`src/rtl/pixel_stream_framer.sv`:
```
// Frames a two-pixel word stream into lines/frames (tuser = SOF, tlast = EOL)
// behind a registered output stage plus one skid entry.
module pixel_stream_framer #(
  parameter int DATA_W  = 64,
  parameter int H_WORDS = 960,
  parameter int V_LINES = 1080
) (
  input  logic              clk,
  input  logic              rst_n,
  input  logic              enable,
  input  logic [DATA_W-1:0] s_data,
  input  logic              s_valid,
  output logic              s_ready,
  output logic [DATA_W-1:0] m_tdata,
  output logic              m_tvalid,
  input  logic              m_tready,
  output logic              m_tlast,
  output logic              m_tuser,
  output logic [15:0]       frame_count,
  output logic              busy
);

  localparam int CW = (H_WORDS > 1) ? $clog2(H_WORDS) : 1;
  localparam int RW = (V_LINES > 1) ? $clog2(V_LINES) : 1;
  localparam logic [CW-1:0] COL_LAST = CW'(H_WORDS - 1);
  localparam logic [RW-1:0] ROW_LAST = RW'(V_LINES - 1);

  localparam logic ST_IDLE = 1'b0;
  localparam logic ST_RUN  = 1'b1;

  logic              state_q, state_d;
  logic [CW-1:0]     col_q, col_d;
  logic [RW-1:0]     row_q, row_d;
  logic [15:0]       frame_count_q, frame_count_d;
  logic              s_ready_q, s_ready_d;
  logic              busy_q, busy_d;
  logic              out_valid_q, out_valid_d;
  logic [DATA_W-1:0] out_data_q, out_data_d;
  logic              out_last_q, out_last_d;
  logic              out_user_q, out_user_d;
  logic              skid_valid_q, skid_valid_d;
  logic [DATA_W-1:0] skid_data_q, skid_data_d;
  logic              skid_last_q, skid_last_d;
  logic              skid_user_q, skid_user_d;

  logic push_s, pop_s, in_user_s, in_last_s, eof_s;

  // Framing FSM, position counters and the two-entry buffer next-state logic.
  always_comb begin
    state_d       = state_q;
    col_d         = col_q;
    row_d         = row_q;
    frame_count_d = frame_count_q;
    out_valid_d   = out_valid_q;
    out_data_d    = out_data_q;
    out_last_d    = out_last_q;
    out_user_d    = out_user_q;
    skid_valid_d  = skid_valid_q;
    skid_data_d   = skid_data_q;
    skid_last_d   = skid_last_q;
    skid_user_d   = skid_user_q;

    push_s    = s_valid && s_ready_q && (state_q == ST_RUN);
    pop_s     = out_valid_q && m_tready;
    in_user_s = (col_q == '0) && (row_q == '0);
    in_last_s = (col_q == COL_LAST);
    eof_s     = in_last_s && (row_q == ROW_LAST);

    case (state_q)
      ST_IDLE: begin
        if (enable) begin
          state_d = ST_RUN;
          col_d   = '0;
          row_d   = '0;
        end else begin
          state_d = ST_IDLE;
        end
      end
      ST_RUN: begin
        if (push_s) begin
          if (in_last_s) begin
            col_d = '0;
            if (eof_s) begin
              row_d         = '0;
              frame_count_d = frame_count_q + 16'd1;
              state_d       = enable ? ST_RUN : ST_IDLE;
            end else begin
              row_d = row_q + RW'(1);
            end
          end else begin
            col_d = col_q + CW'(1);
          end
        end else begin
          state_d = ST_RUN;
        end
      end
      default: begin
        state_d = ST_IDLE;
        col_d   = '0;
        row_d   = '0;
      end
    endcase

    // The output register refills from the skid entry first to keep order.
    if (!out_valid_q || pop_s) begin
      if (skid_valid_q) begin
        out_valid_d  = 1'b1;
        out_data_d   = skid_data_q;
        out_last_d   = skid_last_q;
        out_user_d   = skid_user_q;
        skid_valid_d = push_s;
        if (push_s) begin
          skid_data_d = s_data;
          skid_last_d = in_last_s;
          skid_user_d = in_user_s;
        end else begin
          skid_data_d = skid_data_q;
        end
      end else if (push_s) begin
        out_valid_d = 1'b1;
        out_data_d  = s_data;
        out_last_d  = in_last_s;
        out_user_d  = in_user_s;
      end else begin
        out_valid_d = 1'b0;
      end
    end else if (push_s) begin
      skid_valid_d = 1'b1;
      skid_data_d  = s_data;
      skid_last_d  = in_last_s;
      skid_user_d  = in_user_s;
    end else begin
      skid_valid_d = skid_valid_q;
    end

    s_ready_d = (state_d == ST_IDLE) ? 1'b1 : !skid_valid_d;
    busy_d    = (state_d == ST_RUN) || out_valid_d;
  end

  // State, counters and buffer registers; async reset drops any partial frame.
  always_ff @(posedge clk or negedge rst_n) begin
    if (!rst_n) begin
      state_q       <= ST_IDLE;
      col_q         <= '0;
      row_q         <= '0;
      frame_count_q <= 16'd0;
      s_ready_q     <= 1'b0;
      busy_q        <= 1'b0;
      out_valid_q   <= 1'b0;
      out_data_q    <= '0;
      out_last_q    <= 1'b0;
      out_user_q    <= 1'b0;
      skid_valid_q  <= 1'b0;
      skid_data_q   <= '0;
      skid_last_q   <= 1'b0;
      skid_user_q   <= 1'b0;
    end else begin
      state_q       <= state_d;
      col_q         <= col_d;
      row_q         <= row_d;
      frame_count_q <= frame_count_d;
      s_ready_q     <= s_ready_d;
      busy_q        <= busy_d;
      out_valid_q   <= out_valid_d;
      out_data_q    <= out_data_d;
      out_last_q    <= out_last_d;
      out_user_q    <= out_user_d;
      skid_valid_q  <= skid_valid_d;
      skid_data_q   <= skid_data_d;
      skid_last_q   <= skid_last_d;
      skid_user_q   <= skid_user_d;
    end
  end

  assign s_ready     = s_ready_q;
  assign m_tdata     = out_data_q;
  assign m_tvalid    = out_valid_q;
  assign m_tlast     = out_last_q;
  assign m_tuser     = out_user_q;
  assign frame_count = frame_count_q;
  assign busy        = busy_q;

endmodule

```
`config.mk`:
```
export PLATFORM = sky130hd
export DESIGN_NAME = pixel_stream_framer
export DESIGN_NICKNAME = d
export VERILOG_FILES = /design/src/rtl/pixel_stream_framer.sv
export SDC_FILE = /design/constraint.sdc
export NUM_CORES = 1
export LEC_CHECK = 0
export BUFFER_PORTS_ARGS = -buffer_cell sky130_fd_sc_hd__buf_2
export CAP_MARGIN = 15
export CORE_MARGIN = 3
export CORE_UTILIZATION = 42
export DETAILED_ROUTE_END_ITERATION = 12
export PLACE_DENSITY = 0.63
export SYNTH_ARGS = -nofsm -noshare
export SYNTH_HDL_FRONTEND = slang
export SYNTH_SLANG_ARGS = --single-unit
```
`constraint.sdc`:
```
create_clock -name clk -period 4.5 [get_ports clk]
set_input_delay 0.45 -clock clk [delete_from_list [all_inputs] [get_ports clk]]
set_output_delay 0.45 -clock clk [all_outputs]
set_load 0.005 [all_outputs]
```
[Word level (Yosys, flattened, before mapping)]
Index checks and enable logic that the tools add are counted.
Word-level totals
  register bits: 174
  input bits: 69
  output and inout port bits: 85
  word-level logic and storage cells: 76
Operators by class
  $add $sub $neg: 3
  equal/unequal tests: 6
  muxes and demuxes: 36
  bitwise operators: 1
  reduce and logical (&&, ||, !) cells: 16
Operator list (number)
  $mux W64: 5
  $mux W11: 4
  $mux W10: 3
  $pmux W11 S2: 1
  $mux W1: 21
  $pmux W10 S2: 1
  $add A16 B1 Y16 const B: 1
  $add A11 B1 Y11 const B: 1
  $eq A11 B11 Y1 const B: 1
  $logic_not A11 Y1: 1
  $add A10 B1 Y10 const B: 1
  $eq A10 B10 Y1 const B: 1
  $logic_not A10 Y1: 1
  $logic_and A1 B1 Y1: 5
  $ne A2 B1 Y1 const B: 2
  $ne A2 B2 Y1 const B: 2
  $reduce_and A2 Y1: 2
  $reduce_and A4 Y1: 1
  $reduce_and A3 Y1: 1
  $logic_not A1 Y1: 2
  $logic_or A1 B1 Y1: 2
  $pmux W1 S2: 1
  $reduce_bool A2 Y1: 1
  $not A1 Y1: 1

[Longest topological paths before layout]
  depth after elaboration: 7
  gate-level depth with buffers: 7
  mapped depth without buffers: 7

[Worst setup path before layout]
No wires, ideal clock.
  path kind: input-to-reg
  from: input port s_valid
  to: register skid_data_q[47]
  library setup time: 125 ps
  arrival time: 1918 ps
  required time: 4375 ps
  setup slack: 2457 ps
  stages: 6
  buffers on the path: 3
  path through: and3_1 > clkbuf_1 > o21ai_1 > buf_2 > buf_1 > mux2_2
Between the ends
  word-level cells in the longest chain between the ends: 5
Ends and longest elaborated chain
  start: declaration: RTL line 12  | input logic s_valid,
  $logic_and A1 B1 Y1 * (2 in series): RTL line 63  | push_s = s_valid && s_ready_q && (state_q == ST_RUN);
  $mux W64 *
  $mux W64
  $mux W64 *
  end signal: assignment: RTL line 169  | skid_data_q <= skid_data_d;
  end: declaration: RTL line 42  | logic [DATA_W-1:0] skid_data_q, skid_data_d;
Mark *: on every way between the ends. The rest lies on a longest branch, timed or not. The select of a mux whose other input is x is not followed.
A chain may end at the register's enable or synchronous reset.

[Worst setup path after layout]
  from: register skid_valid_q
  to: register skid_data_q[2]
Between the ends
  word-level cells in the longest chain between the ends: 1
Ends and longest elaborated chain
  start: declaration: RTL line 41  | logic skid_valid_q, skid_valid_d;
  start signal: assignment: RTL line 168  | skid_valid_q <= skid_valid_d;
  $ne A2 B2 Y1 (no line)
No other way between the ends.

==> insert_results.sql <==
INSERT INTO impl_metrics (metric_group, metric, value, unit) VALUES
('finish', 'finalNetCount', '860', ''),
('setup_path', 'critical_path_peak_fanout', '51', ''),
('route', 'antenna_left', '0', ''),
('synthesis', 'synthCells', '642', ''),
('sta', 'timing.slew.headroom', '0.315', ''),
('placement', 'dp.final_hpwl', '11200', 'microns'),
('route', 'remaining_drc_errors', '0', ''),
('clocking', 'post_cts_hold_buffer_count', '0', ''),
('global_routing', 'grt_use_met1', '0.214', ''),
('finish', 'synthToLayoutAreaGrowth', '21.3', '%'),
('sta', 'fin_tns_setup', '0', 'ns'),
('sta', 'final_cycle_share', '0.532', ''),
('route', 'drt-initial-drc-count', '269', ''),
('global_routing', 'global_route.usage.met2', '0.275', ''),
('clocking', 'tritoncts_num_sinks', '174', ''),
('synthesis', 'synth_largest_area_cell', 'sky130_fd_sc_hd__dfrtp_1', ''),
('clocking', 'clock_tree.root_cell', 'sky130_fd_sc_hd__clkbuf_16', ''),
('sta', 'hold_violations', '0', ''),
('synthesis', 'synth_async_sr_flop_share', '1.00', ''),
('synthesis', 'synthTopCellsByCount', 'sky130_fd_sc_hd__dfrtp_1, sky130_fd_sc_hd__nand2_1, sky130_fd_sc_hd__o21ai_0', ''),
('clocking', 'cts.repair_timing.setup_buffer_count', '0', ''),
('synthesis', 'yosys_warnings', '0', ''),
('route', 'routed_via_density', '5.17', ''),
('clocking', 'clk_latency_worst_skew_pair', '0.42', 'ns'),
('global_routing', 'grt_antenna_before_repair', '2', ''),
('floorplan', 'core-area', '0.0174', 'sq mm'),
('setup_path', 'r2r_start', 'skid_valid_q$_DFF_PN0_', ''),
('setup_path', 'crit_required', '4.80', 'ns'),
('placement', 'finalWeightedCongestion', '0.810', ''),
('min_path', 'worstHoldPathType', 'in -> async', ''),
('global_routing', 'via_count_of_the_first_global_routing_pass', '5372', ''),
('synthesis', 'number_of_flops_mapped_to_enable_cells_by_yosys', '0', ''),
('synthesis', 'yosys.area.top_type_share', '0.580', ''),
('clocking', 'cts_tree', 'done', ''),
('sta', 'max_slew.worst_pin.slew', '1.03', 'ns'),
('clocking', 'clk_pin_slew', '0.06', 'ns'),
('synthesis', 'ys_types', '44', ''),
('setup_path', 'ff2ff_path_depth', '3', ''),
('synthesis', 'synthesized_netlist_net_count', '716', ''),
('sta', 'layout_setup_ws', '2.11', 'ns'),
('clocking', 'clockBufferDepth', '2', ''),
('global_routing', 'grt_first_pass_wirelength', '27100', 'microns'),
('flow_run', 'max-cap-violations', '0', ''),
('floorplan', 'placementRows', '48', ''),
('finish', 'share_of_cells_above_drive_strength_1', '0.330', ''),
('clocking', 'cts-buffers-inserted', '17', ''),
('synthesis', 'synth_area_per_cell', '11.7', 'sq um'),
('sta', 'report.final.slew_viol_count', '0', ''),
('synthesis', 'synth_area', '0.00751', 'sq mm'),
('setup_path', 'r2r_slack', '2.11', 'ns'),
('sta', 'finClkSkew', '0.00887', 'ns'),
('synthesis', 'synth_seq_cells', '174', ''),
('route', 'drt-pass1-iter-count', '5', ''),
('power', 'max-vdd-ir-drop', '0.324', 'mV'),
('sta', 'fmax', '418', 'MHz'),
('synthesis', 'yosys-top-cells-area', 'sky130_fd_sc_hd__dfrtp_1, sky130_fd_sc_hd__mux2_2, sky130_fd_sc_hd__mux2i_1, sky130_fd_sc_hd__o21ai_0, sky130_fd_sc_hd__nand2_1', ''),
('global_routing', 'grt_remaining_overflow', '0', ''),
('power', 'power.density_cell_area', '597', 'mW/mm^2'),
('floorplan', 'io-pin-count', '154', ''),
('power', 'post-layout-total-power', '5.43', 'mW'),
('floorplan', 'initial_util', '0.431', ''),
('global_routing', 'grt_start_max_net_pins', '98', ''),
('sta', 'rsz0062_at_grt', 'no', ''),
('run_status', 'run_status', 'finished, final reports clean', ''),
('setup_path', 'cp.arrival', '2.70', 'ns'),
('sta', 'min_period', '2.39', 'ns'),
('global_routing', 'grt.busiest_layer', 'met2', ''),
('finish', 'antennaDiodeCount', '0', ''),
('synthesis', 'seq_area_frac_synth', '0.580', ''),
('floorplan', 'floorplan.die_area', '0.0195', 'sq mm'),
('floorplan', 'fp.dieW', '140', 'microns');
[area by class of cell]
class | instances | area, sq um | area share
Sequential cell | 174 | 4360 | 0.479
Multi-Input combinational cell | 426 | 3020 | 0.331
Timing Repair Buffer | 158 | 835 | 0.0917
Clock buffer | 18 | 439 | 0.0482
Tap cell | 225 | 282 | 0.0309
Clock inverter | 13 | 140 | 0.0154
Inverter | 9 | 33.8 | 0.00371
[metrics by stage]
| step | cells | area (sq um) | hold WS, ns |
|---|---|---|---|
| global route | 1023 | 9100 | 0.0798 |
| CTS | 1023 | 9100 | 0.0822 |
| floorplan | 642 | 7510 | 0.154 |
| detailed placement | 992 | 8520 | 0.463 |
| finish | 1023 | 9100 | 0.0273 |
| global placement | 992 | 8520 | 0.457 |
[layer usage]
| metal | up-vias | part of all wire |
|---|---|---|
| met4 | 4 | 0.016 |
| met5 | - | 0.0013 |
| met3 | 23 | 0.066 |
| li1 | 2517 | - |
| met2 | 131 | 0.49 |
| met1 | 2618 | 0.43 |
[kinds of logic (layout without fill, tap and decap cells)]
logic type | count (synthesis) | count (layout) | share of synthesized area
flops | 174 | 174 | 0.580
simple gates | 164 | 164 | 0.101
mux | 129 | 129 | 0.183
compound gates | 99 | 99 | 0.0727
buf+inv | 42 | 198 | 0.0212
xor+xnor | 28 | 28 | 0.0327
fa+ha+maj | 6 | 6 | 0.00967
[registers in the layout, summed over array words and instances (netlist names)]
register	cells
m_tuser	1
row_q	11
s_ready	1
state_q	1
skid_valid_q	1
busy	1
skid_user_q	1
m_tdata	64
skid_last_q	1
m_tlast	1
skid_data_q	64
col_q	10
frame_count	16
m_tvalid	1
[layout by cell type, fill, tap and decap left out, types with 2 or more instances in the layout]
cell,instances
sky130_fd_sc_hd__dfrtp_1,173
sky130_fd_sc_hd__buf_2,152
sky130_fd_sc_hd__nand2_1,86
sky130_fd_sc_hd__o21ai_0,81
sky130_fd_sc_hd__mux2_2,65
sky130_fd_sc_hd__mux2i_1,64
sky130_fd_sc_hd__nor2_1,30
sky130_fd_sc_hd__xor2_1,17
sky130_fd_sc_hd__clkbuf_16,17
sky130_fd_sc_hd__xnor2_1,11
sky130_fd_sc_hd__inv_1,9
sky130_fd_sc_hd__nand3_1,8
sky130_fd_sc_hd__nor3_1,8
sky130_fd_sc_hd__nand4_1,7
sky130_fd_sc_hd__ha_1,5
sky130_fd_sc_hd__and3_1,4
sky130_fd_sc_hd__clkinv_2,4
sky130_fd_sc_hd__nor4_1,3
sky130_fd_sc_hd__and2_1,3
sky130_fd_sc_hd__o2111ai_1,3
sky130_fd_sc_hd__clkinvlp_4,3
sky130_fd_sc_hd__buf_4,3
sky130_fd_sc_hd__nor2b_1,2
sky130_fd_sc_hd__or3_1,2
sky130_fd_sc_hd__or4_1,2
sky130_fd_sc_hd__a21oi_1,2
sky130_fd_sc_hd__a211oi_1,2
sky130_fd_sc_hd__a32o_1,2
sky130_fd_sc_hd__bufinv_16,2
sky130_fd_sc_hd__inv_6,2
sky130_fd_sc_hd__buf_12,2
[worst max-delay path, cell delays in order, from the launching register on]
cell and delay, ns:
sky130_fd_sc_hd__dfrtp_4 0.59, sky130_fd_sc_hd__o21ai_4 0.57, sky130_fd_sc_hd__buf_4 0.67, sky130_fd_sc_hd__mux2_2 0.41
[worst max path at each step]
stage	start	end	slack [ns]	cells after the start
4_1_cts	skid_valid_q$_DFF_PN0_	skid_data_q[2]$_DFFE_PN0P_	2.06	3
6_report	skid_valid_q$_DFF_PN0_	skid_data_q[2]$_DFFE_PN0P_	2.11	3
3_3_place_gp	s_valid	skid_data_q[1]$_DFFE_PN0P_	2.09	5
5_1_grt	row_q[8]$_DFFE_PN0P_	row_q[6]$_DFFE_PN0P_	1.89	5
3_5_place_dp	s_valid	skid_data_q[2]$_DFFE_PN0P_	2.04	5
2_1_floorplan	s_valid	skid_data_q[47]$_DFFE_PN0P_	2.46	6
[report_power, final]
part,internal (mW),switching [mW]
clock network,0.833,0.620
registers,2.18,0.354
logic,0.750,0.696
total,3.76,1.67
(Power assumes the default switching activity.)
